`src/rtl/axi_inf_write_burst_engine.sv`:
```
// axi_inf_write_burst_engine
// Splits one write request of req_len beats into AXI4 INCR bursts of at most
// MAX_BURST beats, keeps up to OUTSTANDING bursts in flight, drives WLAST from
// a queue of issued burst lengths and reports completion once every B is back.
// Build option: define AXI_4K_SPLIT_EN to stop bursts crossing a 4 KB page.
//
// state | meaning
// IDLE  | waiting for write_req
// CALC  | size the next burst from remaining beats and current address
// AW    | present AW until handshake (held off while outstanding is full)
// DRAIN | every AW issued; wait for outstanding W and B traffic to finish
// DONE  | report completion and the sticky error

module axi_inf_write_burst_engine #(
    parameter int IDSIZE      = 3,
    parameter int ID          = 0,
    parameter int ASIZE       = 32,
    parameter int DSIZE       = 256,
    parameter int TLSIZE      = 16,
    parameter int MAX_BURST   = 16,
    parameter int OUTSTANDING = 4
) (
    input  logic              axi_aclk,
    input  logic              axi_reset,
    input  logic              write_req,
    input  logic [ASIZE-1:0]  req_addr,
    input  logic [TLSIZE-1:0] req_len,
    output logic              req_resp,
    output logic              req_done,
    output logic              req_err,
    output logic              busy,
    output logic              pull_data_en,
    output logic [IDSIZE-1:0] axi_awid,
    output logic [ASIZE-1:0]  axi_awaddr,
    output logic [7:0]        axi_awlen,
    output logic [2:0]        axi_awsize,
    output logic [1:0]        axi_awburst,
    output logic              axi_awlock,
    output logic [3:0]        axi_awcache,
    output logic [2:0]        axi_awprot,
    output logic [3:0]        axi_awqos,
    output logic              axi_awvalid,
    input  logic              axi_awready,
    input  logic              axi_wvalid,
    input  logic              axi_wready,
    output logic              axi_wlast,
    input  logic [IDSIZE-1:0] axi_bid,
    input  logic [1:0]        axi_bresp,
    input  logic              axi_bvalid,
    output logic              axi_bready
);

    localparam int BPB_LOG = $clog2(DSIZE / 8);
    localparam int OCW     = $clog2(OUTSTANDING) + 1;
    localparam int QAW     = (OUTSTANDING > 1) ? $clog2(OUTSTANDING) : 1;
    localparam int QDEPTH  = 1 << QAW;
    localparam int CW      = (TLSIZE > 13) ? TLSIZE : 13;

    typedef enum logic [2:0] {IDLE, CALC, AW, DRAIN, DONE} state_t;

    state_t            state;
    logic [ASIZE-1:0]  addr_r;
    logic [TLSIZE-1:0] rem_r;
    logic [8:0]        blen_r;
    logic [8:0]        blen_c;
    logic [OCW-1:0]    out_cnt, out_nx;
    logic              err_sticky;
    logic [8:0]        q_mem [QDEPTH];
    logic [QAW-1:0]    q_wr, q_rd;
    logic [OCW-1:0]    q_cnt, q_cnt_nx;
    logic [8:0]        beat_cnt, beat_nx, head, head_nx;
    logic              w_last_beat, wlast_nx;
    logic              aw_fire, b_fire, w_fire, can_issue;
    logic [CW-1:0]     rem_w, lim_w;
`ifdef AXI_4K_SPLIT_EN
    logic [CW-1:0]     k4_w;
`endif

    assign axi_awlock  = 1'b0;
    assign axi_awcache = 4'd0;
    assign axi_awprot  = 3'd0;
    assign axi_awqos   = 4'd0;

    assign aw_fire   = axi_awvalid & axi_awready;
    assign b_fire    = axi_bvalid & axi_bready & (axi_bid == IDSIZE'(ID));
    assign w_fire    = axi_wvalid & axi_wready & (q_cnt != '0);
    // The queue check only matters if a B ever overtakes its W data.
    assign can_issue = (out_cnt < OCW'(OUTSTANDING)) & (q_cnt < OCW'(OUTSTANDING));

    // Next burst length: remaining beats capped by MAX_BURST (and the 4 KB page).
    always_comb begin
        rem_w = CW'(rem_r);
        lim_w = CW'(MAX_BURST);
        if (rem_w < lim_w) lim_w = rem_w;
`ifdef AXI_4K_SPLIT_EN
        k4_w = CW'((13'h1000 - {1'b0, addr_r[11:0]}) >> BPB_LOG);
        if (k4_w < lim_w) lim_w = k4_w;
`endif
        blen_c = 9'(lim_w);
    end

    // Request sequencing and AW channel.
    always_ff @(posedge axi_aclk or posedge axi_reset) begin
        if (axi_reset) begin
            state       <= IDLE;
            addr_r      <= '0;
            rem_r       <= '0;
            blen_r      <= '0;
            axi_awid    <= '0;
            axi_awaddr  <= '0;
            axi_awlen   <= '0;
            axi_awsize  <= '0;
            axi_awburst <= '0;
            axi_awvalid <= 1'b0;
            req_resp    <= 1'b0;
            req_done    <= 1'b0;
            req_err     <= 1'b0;
            busy        <= 1'b0;
        end else begin
            req_resp <= 1'b0;
            req_done <= 1'b0;
            req_err  <= 1'b0;
            case (state)
                IDLE: begin
                    if (write_req) begin
                        req_resp <= 1'b1;
                        busy     <= 1'b1;
                        addr_r   <= req_addr;
                        rem_r    <= req_len;
                        state    <= (req_len != '0) ? CALC : DONE;
                    end
                end
                CALC: begin
                    blen_r      <= blen_c;
                    axi_awaddr  <= addr_r;
                    axi_awlen   <= 8'(blen_c - 9'd1);
                    axi_awid    <= IDSIZE'(ID);
                    axi_awsize  <= 3'(BPB_LOG);
                    axi_awburst <= 2'b01;
                    axi_awvalid <= can_issue;
                    state       <= AW;
                end
                AW: begin
                    if (axi_awvalid && axi_awready) begin
                        axi_awvalid <= 1'b0;
                        addr_r      <= addr_r + (ASIZE'(blen_r) << BPB_LOG);
                        rem_r       <= rem_r - TLSIZE'(blen_r);
                        state       <= (rem_r == TLSIZE'(blen_r)) ? DRAIN : CALC;
                    end else if (!axi_awvalid && can_issue) begin
                        axi_awvalid <= 1'b1;
                    end
                end
                DRAIN: begin
                    if (out_cnt == '0 && q_cnt == '0) state <= DONE;
                end
                DONE: begin
                    req_done <= 1'b1;
                    req_err  <= err_sticky;
                    busy     <= 1'b0;
                    state    <= IDLE;
                end
                default: state <= IDLE;
            endcase
        end
    end

    // Outstanding count: simultaneous AW and B handshakes cancel.
    always_comb begin
        out_nx = out_cnt;
        if (aw_fire && !b_fire) out_nx = out_cnt + OCW'(1);
        else if (!aw_fire && b_fire) out_nx = out_cnt - OCW'(1);
    end

    // B channel: outstanding counter, bready and sticky error.
    always_ff @(posedge axi_aclk or posedge axi_reset) begin
        if (axi_reset) begin
            out_cnt    <= '0;
            axi_bready <= 1'b0;
            err_sticky <= 1'b0;
        end else begin
            out_cnt    <= out_nx;
            axi_bready <= (out_nx != '0);
            if (state == IDLE && write_req) err_sticky <= 1'b0;
            else if (b_fire && axi_bresp != 2'b00) err_sticky <= 1'b1;
        end
    end

    // Next W-path state; wlast is precomputed so it can leave a flop.
    always_comb begin
        head        = q_mem[q_rd];
        w_last_beat = w_fire && (beat_cnt == head - 9'd1);
        q_cnt_nx    = q_cnt;
        if (aw_fire && !w_last_beat) q_cnt_nx = q_cnt + OCW'(1);
        else if (!aw_fire && w_last_beat) q_cnt_nx = q_cnt - OCW'(1);
        if (w_last_beat) beat_nx = 9'd0;
        else if (w_fire) beat_nx = beat_cnt + 9'd1;
        else beat_nx = beat_cnt;
        // A length pushed this cycle becomes the head if the queue would otherwise empty.
        if (w_last_beat) head_nx = (q_cnt == OCW'(1)) ? blen_r : q_mem[q_rd + QAW'(1)];
        else head_nx = (q_cnt == '0) ? blen_r : head;
        wlast_nx = (q_cnt_nx != '0) && (beat_nx == head_nx - 9'd1);
    end

    // Length queue pointers, beat counter and registered W outputs.
    always_ff @(posedge axi_aclk or posedge axi_reset) begin
        if (axi_reset) begin
            q_wr         <= '0;
            q_rd         <= '0;
            q_cnt        <= '0;
            beat_cnt     <= '0;
            axi_wlast    <= 1'b0;
            pull_data_en <= 1'b0;
        end else begin
            if (aw_fire) q_wr <= q_wr + QAW'(1);
            if (w_last_beat) q_rd <= q_rd + QAW'(1);
            q_cnt        <= q_cnt_nx;
            beat_cnt     <= beat_nx;
            axi_wlast    <= wlast_nx;
            pull_data_en <= (q_cnt_nx != '0);
        end
    end

    // Length queue storage; validity is tracked by the pointers alone.
    always_ff @(posedge axi_aclk) begin
        if (aw_fire) q_mem[q_wr] <= blen_r;
    end

endmodule

```
`config.mk`:
```
export PLATFORM = sky130hd
export DESIGN_NAME = axi_inf_write_burst_engine
export DESIGN_NICKNAME = d
export VERILOG_FILES = /design/src/rtl/axi_inf_write_burst_engine.sv
export SDC_FILE = /design/constraint.sdc
export NUM_CORES = 1
export LEC_CHECK = 0
export ABC_AREA = 1
export CAP_MARGIN = 20
export CELL_PAD_IN_SITES_DETAIL_PLACEMENT = 0
export CELL_PAD_IN_SITES_GLOBAL_PLACEMENT = 1
export CORE_MARGIN = 10
export CORE_UTILIZATION = 45
export CTS_CLUSTER_SIZE = 30
export DETAILED_ROUTE_END_ITERATION = 8
export PLACE_DENSITY = 0.95
export SYNTH_ARGS = -nofsm -noshare
export SYNTH_HDL_FRONTEND = slang
export SYNTH_SLANG_ARGS = --single-unit
```
`constraint.sdc`:
```
create_clock -name axi_aclk -period 9.1 [get_ports axi_aclk]
set_input_delay 1.82 -clock axi_aclk [delete_from_list [all_inputs] [get_ports axi_aclk]]
set_output_delay 1.82 -clock axi_aclk [all_outputs]
set_load 0.01 [all_outputs]
```
== Word level (Yosys, flattened, before mapping) ==
Memories as Yosys holds them, arrays and structs flattened.
Index checks and enable logic that the tools add are counted.

* Flip-flop bits (word level): 130
* RAM bits: 36
* Bits of input ports: 60
* Output and inout bits: 68
* Logic and storage cells: 123
* Memories kept: 1

{| class="wikitable"
|+ Memory list
! name !! words !! bits a word !! read ports !! clocked after memory_dff !! wr ports !! line !! text
|-
| q_mem || 4 || 9 || 2 || 0 || 1 || 68 || <nowiki>logic [8:0] q_mem [QDEPTH];</nowiki>
|}

* Add/subtract/negate cells: 12
* $lt $le $gt $ge: 3
* Equality and inequality tests: 12
* Muxes and demuxes: 35
* Bitwise gates (word level): 6
* Reduce and logical (&&, ||, !) cells: 32

{| class="wikitable"
|+ Operator list
! kind !! number
|-
| two-way mux 32 bit || 2
|-
| case mux 32 bit (2 select lines) || 1
|-
| two-way mux 9 bit || 6
|-
| adder 32 x 14 -> 32 bit || 1
|-
| two-way mux 16 bit || 2
|-
| case mux 16 bit (2 select lines) || 1
|-
| two-way mux 3 bit || 8
|-
| equality test 9 bit || 2
|-
| subtractor 9 x 1 -> 9 bit, second input constant || 2
|-
| equality test 16 x 9 -> 1 bit || 1
|-
| < comparator 16 x 5 -> 1 bit, second input constant || 1
|-
| nonzero test 16 bit || 1
|-
| subtractor 16 x 9 -> 16 bit || 1
|-
| logical NOT 3 bit || 4
|-
| case mux 3 bit (4 select lines) || 1
|-
| logical AND 1 bit || 11
|-
| two-way mux 1 bit || 11
|-
| nonzero test 2 bit || 5
|-
| adder 9 x 1 -> 9 bit, second input constant || 1
|-
| nonzero test 3 bit || 3
|-
| subtractor 8 x 1 -> 8 bit, second input constant || 1
|-
| adder 3 x 1 -> 3 bit, second input constant || 2
|-
| AND 1 bit || 6
|-
| equality test 3 x 1 -> 1 bit, second input constant || 2
|-
| other kinds (12) || 24
|}

== Longest topological paths before layout ==
An unclocked memory read counts as a cell.

* Depth after elaboration: 9
* Mapped depth: 31
* Gate-level depth less buffers: 28

== Least setup slack after synthesis ==
OpenSTA, ideal clock, no wires.

* Path kind: input to register
* Start: input port axi_wvalid
* End: register axi_wlast
* Setup time: 0.071 ns
* Arrival time: 3.901 ns
* Data required time: 9.029 ns
* Setup slack: 5.127 ns
* Cell stages on the path: 22
* Path buffers: 1
* Cells stage by stage: nand3_1 > nor2_1 > nand3_1 > nor2_1 > nand2_2 > nor2_8 > nand3_4 > buf_6 > nand2_1 > nand2_1 > inv_2 > ha_1 > nand3_1 > nor2_1 > nand3_1 > nand2_1 > nand2_1 > nand2_1 > nand2_1 > nor2_1 > nand3_1 > nor2_1

* Longest elaborated chain between the ends: 8
* Elaborated cells between the ends (all ways): 15
* Classes of those cells: 1 x add/sub; 1 x eq/ne; 5 x mux; 2 x bitwise; 6 x reduce/logical

{| class="wikitable"
|+ RTL lines
! item !! line !! text
|-
| start: declaration || 44 || <nowiki>input logic axi_wvalid,</nowiki>
|-
| AND 1 bit * (2 in a row) || 86 || <nowiki>assign w_fire = axi_wvalid & axi_wready & (q_cnt != '0);</nowiki>
|-
| parallel branches: the longest is 5 deep, another holds subtractor 9 x 1 -> 9 bit || n/a ||
|-
| logical AND 1 bit * || 201 || <nowiki>wlast_nx = (q_cnt_nx != '0) && (beat_nx == head_nx - 9'd1);</nowiki>
|-
| net wlast_nx || 72 || <nowiki>logic w_last_beat, wlast_nx;</nowiki>
|-
| end signal: assignment || 218 || <nowiki>axi_wlast <= wlast_nx;</nowiki>
|-
| end: declaration || 46 || <nowiki>output logic axi_wlast,</nowiki>
|}

Mark *: on every way through the listed nets, which the timed path passes.
A chain may end at the register's enable or synchronous reset.

== Final worst setup path ==
Same ends and word-level chain as after synthesis.

==> results.ini <==
[global_route]
grt_overflow = 0
grt_max_degree = 82
grt_pass1_vias = 8243
grt_pass1_wl_um = 41500
grt_antenna_before_repair = 0
grtUsageTotal_pct = 17.9

[clocking]
cts_tree = built
ctsHtreeMaxLevel = 4
hold_buffers = 0
clk_pin_slew_ns = 0.06
post_cts_buffers = 0
clock_latency_ns = 0.42
cts.path.max_buffers = 2
numClockSinks = 165
root_buffer = clkbuf_16
postCtsResizedCells = 0
cts_made_buffers = 17

[yosys]
ys_top_cells_by_area = dfrtp_1, nand2_1, edfxtp_1, o21ai_0, inv_1
synth_seq_cells = 165
synth-edff-count = 36
async_reset_ff_share_pct = 78.2
yosys.area_share.xor_xnor_pct = 3.18
synth_top_area_cell = dfrtp_1
synthSimpleGateAreaFrac_pct = 24.2
synthAdderAreaFrac_pct = 4.68
synth_mux_area_share_pct = 0.517
synth-compound-area-share_pct = 13.3
synth_area_sq_um = 9680
synth_seq_area_share_pct = 44.5
synth_ff_type = dfrtp_1
avgSynthCellArea_sq_um = 7.91
yosys_warnings = 0
synth_top_family_by_area = simple AND/OR/NAND/NOR gates
synth_top_area_share_pct = 33.4
synth_cells = 1223
ys_types = 49

[setup_path]
cp-start-kind = primary input
path_cells = clkdlybuf4s50_1 -> nand3_1 -> nor2_1 -> nand3_1 -> nor2_1 -> nand2_2 -> nor2_8 -> nand3_4 -> nand2_1 -> nand2_1 -> inv_2 -> ha_1 -> nand3_1 -> nor2_1 -> nand3_1 -> nand2_1 -> nand2_1 -> nand2_1 -> nand2_1 -> nor2_1 -> nand3_1 -> nor2_1
cpMostUsedCell = nand2_1
arrival_ns = 4.72
cp_data_required_time_ns = 9.45
endpoint_kind = flip-flop
crit_type = in -> reg
critical-path-max-stage-delay_ns = 0.46
reg2reg_depth = 25
path_max_fanout = 28
cp_slowest_cell = clkdlybuf4s50_1

[finish]
syn_to_final_growth_pct = 18.8
n_antenna_cell = 0
regArea_sq_um = 4310
multi_input_area_sq_um = 4530
fin_area_sq_um = 11500
layoutNonFillerInstCount = 1607
fill_cells = 2021
drive_gt1_share_pct = 5.78
fin_nets = 1414

[routing]
drtIter0Drc = 709
final_antenna_net_count = 0
vias_per_cell = 5.21
vias = 8379
first_pass_iters = 5
wirelength_um = 25000
wl_per_cell_um = 15.5
post-route-drc-count = 0

[sta]
tightestPinTransition_ns = 0.994
slew_viol_final = 0
slew_headroom_pct = 33.5
period_minus_slack_ns = 4.36
clock-skew-final_ns = 0.00997
hold_viol = 0
timing.final.ws_setup_ns = 4.74
max_freq_mhz = 229
rsz0062_at_grt = false
finalSetupTns_ns = 0
finalSetupViolCount = 0
fin_crit_sh_pct = 47.9

[floorplanning]
fp.dieArea_sq_um = 27800
start_util_pct = 45.9
io_pins = 128
rows = 53
core_sq_um = 21100
die_w_um = 167
fp.dieH_um = 167

[pwr]
power_density_nw_per_um2 = 304
power.total_mw = 3.49
peakVddDrop_v = 0.000166
leakagePower_nw = 5.40

[worst_hold_path]
hold_path.class = reg -> reg
whs_path_depth = 2

[placed_design]
routabilityCongestion = 0.852
place_area_sq_um = 10900
dp_cells = 1574
dp_hpwl_um = 18400
dp_slack_ns = 4.30
port_buffers = 110

[run]
cap_violations = 0

[outcome]
status = finished clean

[kinds of logic after synthesis]
family	Yosys count
fa+ha+maj	35
mux	5
buf+inv	215
other cells	1
xor+xnor	32
flops	165
compound gates	229
simple gates	541
[metrics by stage]
stage	util, %	hold slack [ns]
3_3_place_gp	51.8	0.453
4_1_cts	54.4	0.476
5_1_grt	54.5	0.493
2_1_floorplan	-	0.442
3_5_place_dp	51.8	0.460
6_report	54.5	0.469
[flip-flops by register name (all words and copies together), names as in the netlist, 2 cells and up]
register / count
rem_r: 16
q_mem: 36
q_wr: 2
q_rd: 2
beat_cnt: 9
out_cnt: 3
addr_r: 32
axi_awaddr: 32
state: 3
axi_awlen: 8
blen_r: 9
q_cnt: 3
[routing by layer]
metal,up-vias,routed length [um],global-route usage (%)
met4,0,459,5.38
met5,-,0,0
met1,3919,10800,22.3
met3,36,1650,4.05
met2,241,12100,30.0
li1,4183,-,-
[Yosys cell counts, drive strengths merged (2+ instances only)]
cell      n
nand2   326
inv     157
o21ai   132
dfrtp   129
nor2     89
nand3    85
a21oi    36
edfxtp   36
ha       33
buf      28
clkbuf   28
xor2     28
o22ai    18
nand4    17
o211ai   17
nor3     11
nor4      6
a31oi     5
mux2i     5
or2       5
a22o      4
a22oi     4
o221ai    3
a32oi     2
clkinv    2
fa        2
o21a      2
xnor2     2
xnor3     2
[critical path, delay by kind of cell]
kind / cells / cell delay, ns
and+or+nand+nor: 19 / 2.17
buffers and inverters: 2 / 0.53
adders and majority gates: 1 / 0.19
[where the power goes]
| group | leakage [nW] | switching [mW] | internal (mW) |
|---|---|---|---|
| combinational | 3.20 | 0.975 | 0.624 |
| sequential | 1.93 | 0.196 | 1.02 |
| clock | 0.268 | 0.286 | 0.391 |
[area by class of cell]
cell class	count	share of cell area, %
multi-input combinational	859	39.4
sequential	165	37.5
timing repair buffer	117	10.1
inverter	159	5.26
clock buffer	24	4.10
tap	275	2.99
clock inverter	8	0.664
[placed cells by master (no fill, tap or decap), drive strengths merged, types with 18 or more instances in the layout]
master / instances
dfrtp: 129
nand2: 326
nor2: 89
inv: 159
clkbuf: 24
edfxtp: 36
a21oi: 36
o21ai: 132
ha: 33
o22ai: 18
nand3: 85
xor2: 28
clkdlybuf4s50: 110
[path summary, 6_finish.rpt]
path                                            start                         end  slack (ns)
max in group asynchronous                   axi_reset        state[1]$_DFFE_PP0P_        5.93
worst max-delay path                       axi_wvalid         axi_wlast$_DFF_PP0_        4.74
worst min register to register  addr_r[1]$_DFFE_PP0P_       addr_r[1]$_DFFE_PP0P_        0.47
worst min-delay path            addr_r[1]$_DFFE_PP0P_       addr_r[1]$_DFFE_PP0P_        0.47
min in group asynchronous                   axi_reset  axi_awaddr[12]$_DFFE_PP0P_        1.86
worst max register to register    q_rd[1]$_DFFE_PP0N_         axi_wlast$_DFF_PP0_        4.99
Power figures use the tool's default switching activity.
